--- src/rtl/jtsdram_bank_rw.sv ---
// jtsdram_bank_rw: SDRAM bank exerciser. It writes an address-derived pattern over
// addresses 0..last_addr of one bank port, then reads the range back and compares it.
// It counts mismatches in a saturating counter and sets a sticky flag on any mismatch.
// Optional feature: define JTSDRAM_ERRLOG_EN to add err_addr/err_data. These outputs
// hold the address and read data of the first mismatch since start.
module jtsdram_bank_rw #(
  parameter int unsigned AW   = 22,
  parameter int unsigned DW   = 16,
  parameter logic [31:0] SEED = 32'h0000_5A3C,
  parameter int unsigned EW   = 8
) (
  input  logic          clk,
  input  logic          rst,
  input  logic          start,
  input  logic [1:0]    mode,
  input  logic [AW-1:0] last_addr,
  input  logic          slow,
  input  logic          lvbl,
  output logic [AW-1:0] ba_addr,
  output logic          ba_rd,
  output logic          ba_wr,
  output logic [DW-1:0] ba_din,
  input  logic          ba_ack,
  input  logic          ba_rdy,
  input  logic [DW-1:0] ba_dout,
  output logic          busy,
  output logic          done,
  output logic          bad,
  output logic [EW-1:0] err_cnt
`ifdef JTSDRAM_ERRLOG_EN
  ,
  output logic [AW-1:0] err_addr,
  output logic [DW-1:0] err_data
`endif
);

  localparam int unsigned PW = 4;
  localparam logic [DW-1:0] SEED_W = DW'(SEED);

  typedef enum logic [2:0] {
    IDLE    = 3'd0,
    WR_PACE = 3'd1,
    WR_REQ  = 3'd2,
    WR_WAIT = 3'd3,
    RD_PACE = 3'd4,
    RD_REQ  = 3'd5,
    RD_WAIT = 3'd6
  } state_t;

  // Test pattern, identical for the write and verify passes
  function automatic logic [DW-1:0] pat(input logic [AW-1:0] a);
    return DW'(a) ^ SEED_W;
  endfunction

  state_t        state_q, state_d;
  logic [AW-1:0] addr_q, addr_d;
  logic [AW-1:0] lim_q, lim_d;
  logic          wronly_q, wronly_d;
  logic          rd_q, rd_d;
  logic          wr_q, wr_d;
  logic [DW-1:0] din_q, din_d;
  logic          busy_q, busy_d;
  logic          done_q, done_d;
  logic          bad_q, bad_d;
  logic [EW-1:0] err_q, err_d;
  logic [PW-1:0] pause_q, pause_d;
  logic [PW-1:0] lfsr_q, lfsr_d;

  logic start_c;
  logic gate_c;
  logic last_c;
  logic mismatch_c;
  logic wr_done_c;
  logic rd_done_c;

  // Qualified start, pacing gate and access-completion decodes
  assign start_c    = (state_q == IDLE) && start;
  assign gate_c     = slow ? (pause_q == '0) : lvbl;
  assign last_c     = (addr_q == lim_q);
  assign mismatch_c = (ba_dout != pat(addr_q));
  assign wr_done_c  = ((state_q == WR_REQ) && ba_ack && ba_rdy) ||
                      ((state_q == WR_WAIT) && ba_rdy);
  assign rd_done_c  = ((state_q == RD_REQ) && ba_ack && ba_rdy) ||
                      ((state_q == RD_WAIT) && ba_rdy);

  // Next-state and registered-output logic
  always_comb begin
    state_d  = state_q;
    addr_d   = addr_q;
    lim_d    = lim_q;
    wronly_d = wronly_q;
    rd_d     = rd_q;
    wr_d     = wr_q;
    din_d    = din_q;
    busy_d   = busy_q;
    done_d   = done_q;
    bad_d    = bad_q;
    err_d    = err_q;
    pause_d  = (pause_q != '0) ? (pause_q - PW'(1)) : pause_q;
    lfsr_d   = {lfsr_q[PW-2:0], lfsr_q[PW-1] ^ lfsr_q[PW-2]};

    case (state_q)
      IDLE: begin
        if (start) begin
          addr_d   = '0;
          lim_d    = last_addr;
          wronly_d = (mode == 2'd1);
          done_d   = 1'b0;
          bad_d    = 1'b0;
          err_d    = '0;
          busy_d   = 1'b1;
          pause_d  = '0;
          state_d  = (mode == 2'd0) ? RD_PACE : WR_PACE;
        end
      end
      WR_PACE: begin
        if (gate_c) begin
          wr_d    = 1'b1;
          din_d   = pat(addr_q);
          state_d = WR_REQ;
        end
      end
      WR_REQ: begin
        if (ba_ack) begin
          wr_d    = 1'b0;
          state_d = WR_WAIT;
        end
      end
      RD_PACE: begin
        if (gate_c) begin
          rd_d    = 1'b1;
          state_d = RD_REQ;
        end
      end
      RD_REQ: begin
        if (ba_ack) begin
          rd_d    = 1'b0;
          state_d = RD_WAIT;
        end
      end
      WR_WAIT, RD_WAIT: begin
      end
      default: state_d = IDLE;
    endcase

    // Write completion: advance, switch to verify, or finish a write-only run
    if (wr_done_c) begin
      pause_d = lfsr_q;
      if (!last_c) begin
        addr_d  = addr_q + AW'(1);
        state_d = WR_PACE;
      end else if (wronly_q) begin
        state_d = IDLE;
        busy_d  = 1'b0;
        done_d  = 1'b1;
      end else begin
        addr_d  = '0;
        state_d = RD_PACE;
      end
    end

    // Read completion: score the data, then advance or finish
    if (rd_done_c) begin
      pause_d = lfsr_q;
      if (mismatch_c) begin
        bad_d = 1'b1;
        if (err_q != '1) begin
          err_d = err_q + EW'(1);
        end
      end
      if (!last_c) begin
        addr_d  = addr_q + AW'(1);
        state_d = RD_PACE;
      end else begin
        state_d = IDLE;
        busy_d  = 1'b0;
        done_d  = 1'b1;
      end
    end
  end

  // State and output registers
  always_ff @(posedge clk) begin
    if (rst) begin
      state_q  <= IDLE;
      addr_q   <= '0;
      lim_q    <= '0;
      wronly_q <= 1'b0;
      rd_q     <= 1'b0;
      wr_q     <= 1'b0;
      din_q    <= '0;
      busy_q   <= 1'b0;
      done_q   <= 1'b0;
      bad_q    <= 1'b0;
      err_q    <= '0;
      pause_q  <= '0;
      lfsr_q   <= PW'(1);
    end else begin
      state_q  <= state_d;
      addr_q   <= addr_d;
      lim_q    <= lim_d;
      wronly_q <= wronly_d;
      rd_q     <= rd_d;
      wr_q     <= wr_d;
      din_q    <= din_d;
      busy_q   <= busy_d;
      done_q   <= done_d;
      bad_q    <= bad_d;
      err_q    <= err_d;
      pause_q  <= pause_d;
      lfsr_q   <= lfsr_d;
    end
  end

  assign ba_addr = addr_q;
  assign ba_rd   = rd_q;
  assign ba_wr   = wr_q;
  assign ba_din  = din_q;
  assign busy    = busy_q;
  assign done    = done_q;
  assign bad     = bad_q;
  assign err_cnt = err_q;

`ifdef JTSDRAM_ERRLOG_EN
  logic [AW-1:0] err_addr_q, err_addr_d;
  logic [DW-1:0] err_data_q, err_data_d;

  // Capture address and data of the first mismatch since start
  always_comb begin
    err_addr_d = err_addr_q;
    err_data_d = err_data_q;
    if (start_c) begin
      err_addr_d = '0;
      err_data_d = '0;
    end else if (rd_done_c && mismatch_c && !bad_q) begin
      err_addr_d = addr_q;
      err_data_d = ba_dout;
    end
  end

  // First-mismatch log registers
  always_ff @(posedge clk) begin
    if (rst) begin
      err_addr_q <= '0;
      err_data_q <= '0;
    end else begin
      err_addr_q <= err_addr_d;
      err_data_q <= err_data_d;
    end
  end

  assign err_addr = err_addr_q;
  assign err_data = err_data_q;
`else
  logic unused_start_c;
  assign unused_start_c = start_c;
`endif

endmodule

--- config.mk ---
export PLATFORM = sky130hd
export DESIGN_NAME = jtsdram_bank_rw
export DESIGN_NICKNAME = d
export VERILOG_FILES = /design/src/rtl/jtsdram_bank_rw.sv
export SDC_FILE = /design/constraint.sdc
export NUM_CORES = 1
export LEC_CHECK = 0
export BUFFER_PORTS_ARGS = -buffer_cell sky130_fd_sc_hd__buf_2
export CORE_MARGIN = 2
export CORE_UTILIZATION = 59
export DETAILED_ROUTE_END_ITERATION = 12
export PLACE_DENSITY = 0.95
export SYNTH_ARGS = -nofsm -noshare
export SYNTH_HDL_FRONTEND = slang
export SYNTH_SLANG_ARGS = --single-unit
--- constraint.sdc ---
create_clock -name clk -period 3.3 [get_ports clk]
set_clock_uncertainty 0.2 [all_clocks]
set_input_delay 0.165 -clock clk [delete_from_list [all_inputs] [get_ports clk]]
set_output_delay 0.165 -clock clk [all_outputs]
set_load 0.005 [all_outputs]
Word-level counts from Yosys, hierarchy flattened --
Index checks and enable logic that the tools add are counted.
Storage, ports and cells: output and inout port bits 51, word-level logic and storage cells 110, input bits 47, register bits 85
Cells by class: eq/ne operators 20, add/subtract/negate cells 3, bitwise gates (word level) 2, multiplexer cells 52, reductions and logical operators 20
Operators with widths (count):
- $mux 22 | 7
- $mux 8 | 5
- $mux 3 | 11
- $add 22x1->22 const B | 1
- $eq 22x22->1 | 1
- $mux 1 | 21
- $mux 4 | 5
- $ne 4x4->1 const B | 5
- $pmux 3 s6 | 1
- $ne 16x16->1 | 1
- $eq 3x3->1 const B | 3
- $add 8x1->8 const B | 1
- $ne 2x2->1 const B | 4
- $ne 8x8->1 const B | 1
- $not 8->8 | 1
- $eq 3x2->1 const B | 2
- $logic_and 1x1->1 | 6
- $reduce_and 3->1 | 2
- $reduce_and 6->1 | 1
- $logic_not 4->1 | 1
- $pmux 1 s2 | 2
- $reduce_and 2->1 | 2
- $reduce_bool 2->1 | 2
- $reduce_bool 4->1 | 1
- other kinds (9) | 10

Depth between registers and ports, before layout --
depth after elaboration 7, gate-level depth with buffers 9, mapped depth without buffers 8

Least setup slack after synthesis --
No wires, ideal clock.
path kind register to register, start register addr_q[1] (netlist: ba_addr[1]), end register addr_q[20] (netlist: ba_addr[20]), arrival time 1.792 ns, buffers on the path 0, data required time 2.966 ns, library setup time 0.134 ns, clock period less this slack 2.127 ns, stages on the path, launching flop included 8, slack 1.173 ns, cells stage by stage dfxtp_1 -> ha_1 -> nand3_1 -> nor4_1 -> nand3_1 -> or2_1 -> nand3_1 -> o311ai_2
Between the ends: word-level cells in the longest chain between the ends 5, elaborated cells on any way between the ends 6, those cells by class add/sub: 1; eq/ne: 1; mux: 4
Ends and longest elaborated chain:
- from (decl) | RTL line 56 | logic [AW-1:0] addr_q, addr_d;
- from (signal assigned) | RTL line 200 | addr_q <= addr_d;
- $add 22x1->22 or $eq 22x22->1 (tied branches) | RTL line 150, 172, 79
- $mux 22 | RTL line 149 | if (!last_c) begin
- $mux 22 | RTL line 147 | if (wr_done_c) begin
- $mux 22 | RTL line 171 | if (!last_c) begin
- $mux 22 (*) | RTL line 163 | if (rd_done_c) begin
Every way passes the cells marked *; elsewhere a longest branch is shown, timed or not. A chain may end at the register's enable or synchronous reset.

Worst setup path in the final report --
start register addr_q[4] (netlist: ba_addr[4]), end register addr_q[12] (netlist: ba_addr[12])
The elaborated chain is that of the path after synthesis.

==> run metrics <==
Main synth FF type=dfxtp_1; Synth Area in Compound Gates=0.175; Yosys top cell by area=dfxtp_1; Finish-stage setup viols=0; Die Height=91.4 um; largest net degree at the start of global routing=50; MaxCap Viol Count=0; Max-Slew Margin vs Limit=0.569; hold buffers post-CTS=25; VDD IR max=343 uV; internal power=1.90 mW; sequential area share after synthesis=0.378; CP Data Required Time=3.32 ns; GRT overflow=0; final WL=12.2 mm; post-synthesis simple-gate area fraction=0.248; Syn-to-layout area delta=17.9%; Worst path slowest cell=dfxtp_1; Antenna diodes=0; crit path max fanout=10; Critical Path Stages=6; vias in the first global route=4148; total number of vias=4303; Worst EP arrival=2.66 ns; crit start category=flip-flop; RSZ-0062 raised after global routing=no; shortest period the worst path allows=2.64 ns; Post-synth ARST share=0; combinational power share=0.339; largest family of logic cells by synthesized area=simple AND/OR/NAND/NOR gates; crit share post-route=0.801; Synth Cell Area=4500 um2; Worst setup EP type=flip-flop; Seq cells post-synth=85; area share of the leading cell type in the synthesized netlist=0.378; FMAX=378 MHz; Core Rows=31; ranking of synthesized cells by area=dfxtp_1, nand2_1, xnor2_1; Adder-Cell Fraction of Synth Area=0.00833; CTS Root Cell=clkbuf_8; CTS tree=built; I/O pin count=98; CTS Sinks=85; status=completed; die width=91.4 um; first-pass GRT wire length=19.4 mm; clock share of power=0.228; HPWL after detailed placement=8.17 mm; H-tree levels=3; FF-to-FF setup slack=0.66 ns; Cell Chain, Critical Path=xnor2_1, nand4_1, nor4_4, and2_1, or3_1, o21ai_0; vias per cell=5.94; met3 wire length=810 um; Starting Density=0.614; Longest Clk Path Bufs=2; Avg WL per Cell=16.8 um; number of antenna-violating nets in the routed design=0; Synthesized Nets=577; core area=7330 um2; # port buffers=97; most common cell in the synthesized netlist=dfxtp_1; post-layout net count=670; final hold vios=0; Global Route Usage Sum=0.293; HP Class=input pin to flip-flop; metal1 wirelength=4.94 mm; worst stage delay on the critical path=0.63 ns; CP delay by family, top=simple AND/OR/NAND/NOR gates; proportion of synthesized area in mux cells=0.0375; TritonCTS buffer count=9; Clock transition at path regs=0.09 ns; share of layout cells above drive strength 1=0.237; met2 routed WL=5.74 mm; Post-Place Cells=683; Yosys cell types=65; final slew viol count=0; xor and xnor fraction of the mapped netlist area=0.0856; Avg Synthesized Cell Area=8.55 um2; switching share of power=0.368; fillers=531; worst setup path category=flip-flop to flip-flop; DRC violation count after routing=0; drt pass-1 iters=6; Cell Count, Final, Fillers Out=724; Post-Syn Instances=527; worst slew pin tran=0.644 ns; # Post-CTS Setup Buffers=0; cts repair resizes=0; Iter 0 DRT Violations=357; Yosys warning total=0; top sig layer=met4; initial antenna violation count=0; GP Congestion=0.915; switching pwr=1.11 mW; pwr dens=566 nW/um2; worst hold stages=2; most frequent cells after synthesis=dfxtp_1, nand2_1, nor2_1, xnor2_1, a21oi_1; setup TNS=0 ns; Register-to-Register Path Depth=6; Die Area=8350 um2; Post-synth EDFFs=0; worst skew pair latency=0.36 ns; CP bufs+invs=0; sequential power share=0.433; LEAKAGE=2.17 nW
layer usage:
metal	vias up	track usage
li1	2019	-
met1	2011	0.345
met2	210	0.483
met3	63	0.0465
met4	0	0.210
met5	-	0
cell type report:
cell class | count | area (um2) | area share
Clock buffer | 12 | 155 | 0.0292
Clock inverter | 4 | 22.5 | 0.00424
Sequential cell | 85 | 1700 | 0.320
Timing Repair Buffer | 127 | 773 | 0.146
Tap cell | 99 | 124 | 0.0233
Multi-Input combinational cell | 386 | 2490 | 0.469
Inverter | 11 | 41.3 | 0.00777
path summary, 6_finish.rpt:
check | start | end
max | ba_addr[4]$_SDFF_PP0_ | ba_addr[12]$_SDFF_PP0_
min | rst | lim_q[4]$_SDFFE_PP0P_
max reg2reg | ba_addr[4]$_SDFF_PP0_ | ba_addr[12]$_SDFF_PP0_
min reg2reg | bad$_SDFF_PP0_ | bad$_SDFF_PP0_
layout by cell type (no fill, tap or decap), types with 8 or more instances in the layout:
master and n:
a211oi_1 12, a21oi_1 31, buf_2 97, clkbuf_8 11, dfxtp_1 85, dlygate4sd3_1 25, inv_1 11, mux2i_1 12
nand2_1 80, nand3_1 22, nand3b_1 8, nand4_1 11, nor2_1 45, nor3_1 9, o211ai_1 8, o21ai_0 12
xnor2_1 34, xor2_1 10
through the flow:
| step | utilization | cell area (um2) | total power [mW] | hold WS, ns | worst slack, ns |
|---|---|---|---|---|---|
| after global routing | 0.725 | 5310 | 3.17 | 0.0499 | 0.519 |
| after global placement | 0.666 | 4880 | 2.25 | 0.207 | 0.843 |
| final | 0.725 | 5310 | 3.01 | 0.0396 | 0.656 |
| after detailed placement | 0.666 | 4880 | 2.30 | 0.213 | 0.789 |
| after floorplan | - | 4500 | 2.09 | 0.101 | 1.17 |
| after CTS | 0.725 | 5310 | 2.99 | 0.0312 | 0.699 |
registers in the layout, summed over array words and instances, names as in the netlist:
name      count
ba_addr      22
ba_din       16
ba_rd         1
ba_wr         1
bad           1
busy          1
done          1
err_cnt       8
lfsr_q        4
lim_q        22
pause_q       4
state_q       3
wronly_q      1
worst reg2reg max path, cell delays in order, from the launching register on:
cell and delay (ns):
dfxtp_1 0.63, xnor2_1 0.17, nand4_1 0.16, nor4_4 0.43, and2_1 0.21, or3_1 0.44, o21ai_0 0.24
power by group through the flow:
stage | Combinational, mW | Clock, mW | Sequential, mW
detailed placement | 0.979 | 0 | 1.32
finish | 1.02 | 0.685 | 1.30
CTS | 1.01 | 0.683 | 1.29
global route | 1.13 | 0.729 | 1.31
floorplan | 0.821 | 0 | 1.27
global placement | 0.946 | 0 | 1.31
cells by family after synthesis:
family	after synthesis
buf+inv	56
mux	16
fa+ha+maj	3
compound gates	104
flops	85
xor+xnor	44
simple gates	219
(Power assumes the default switching activity.)
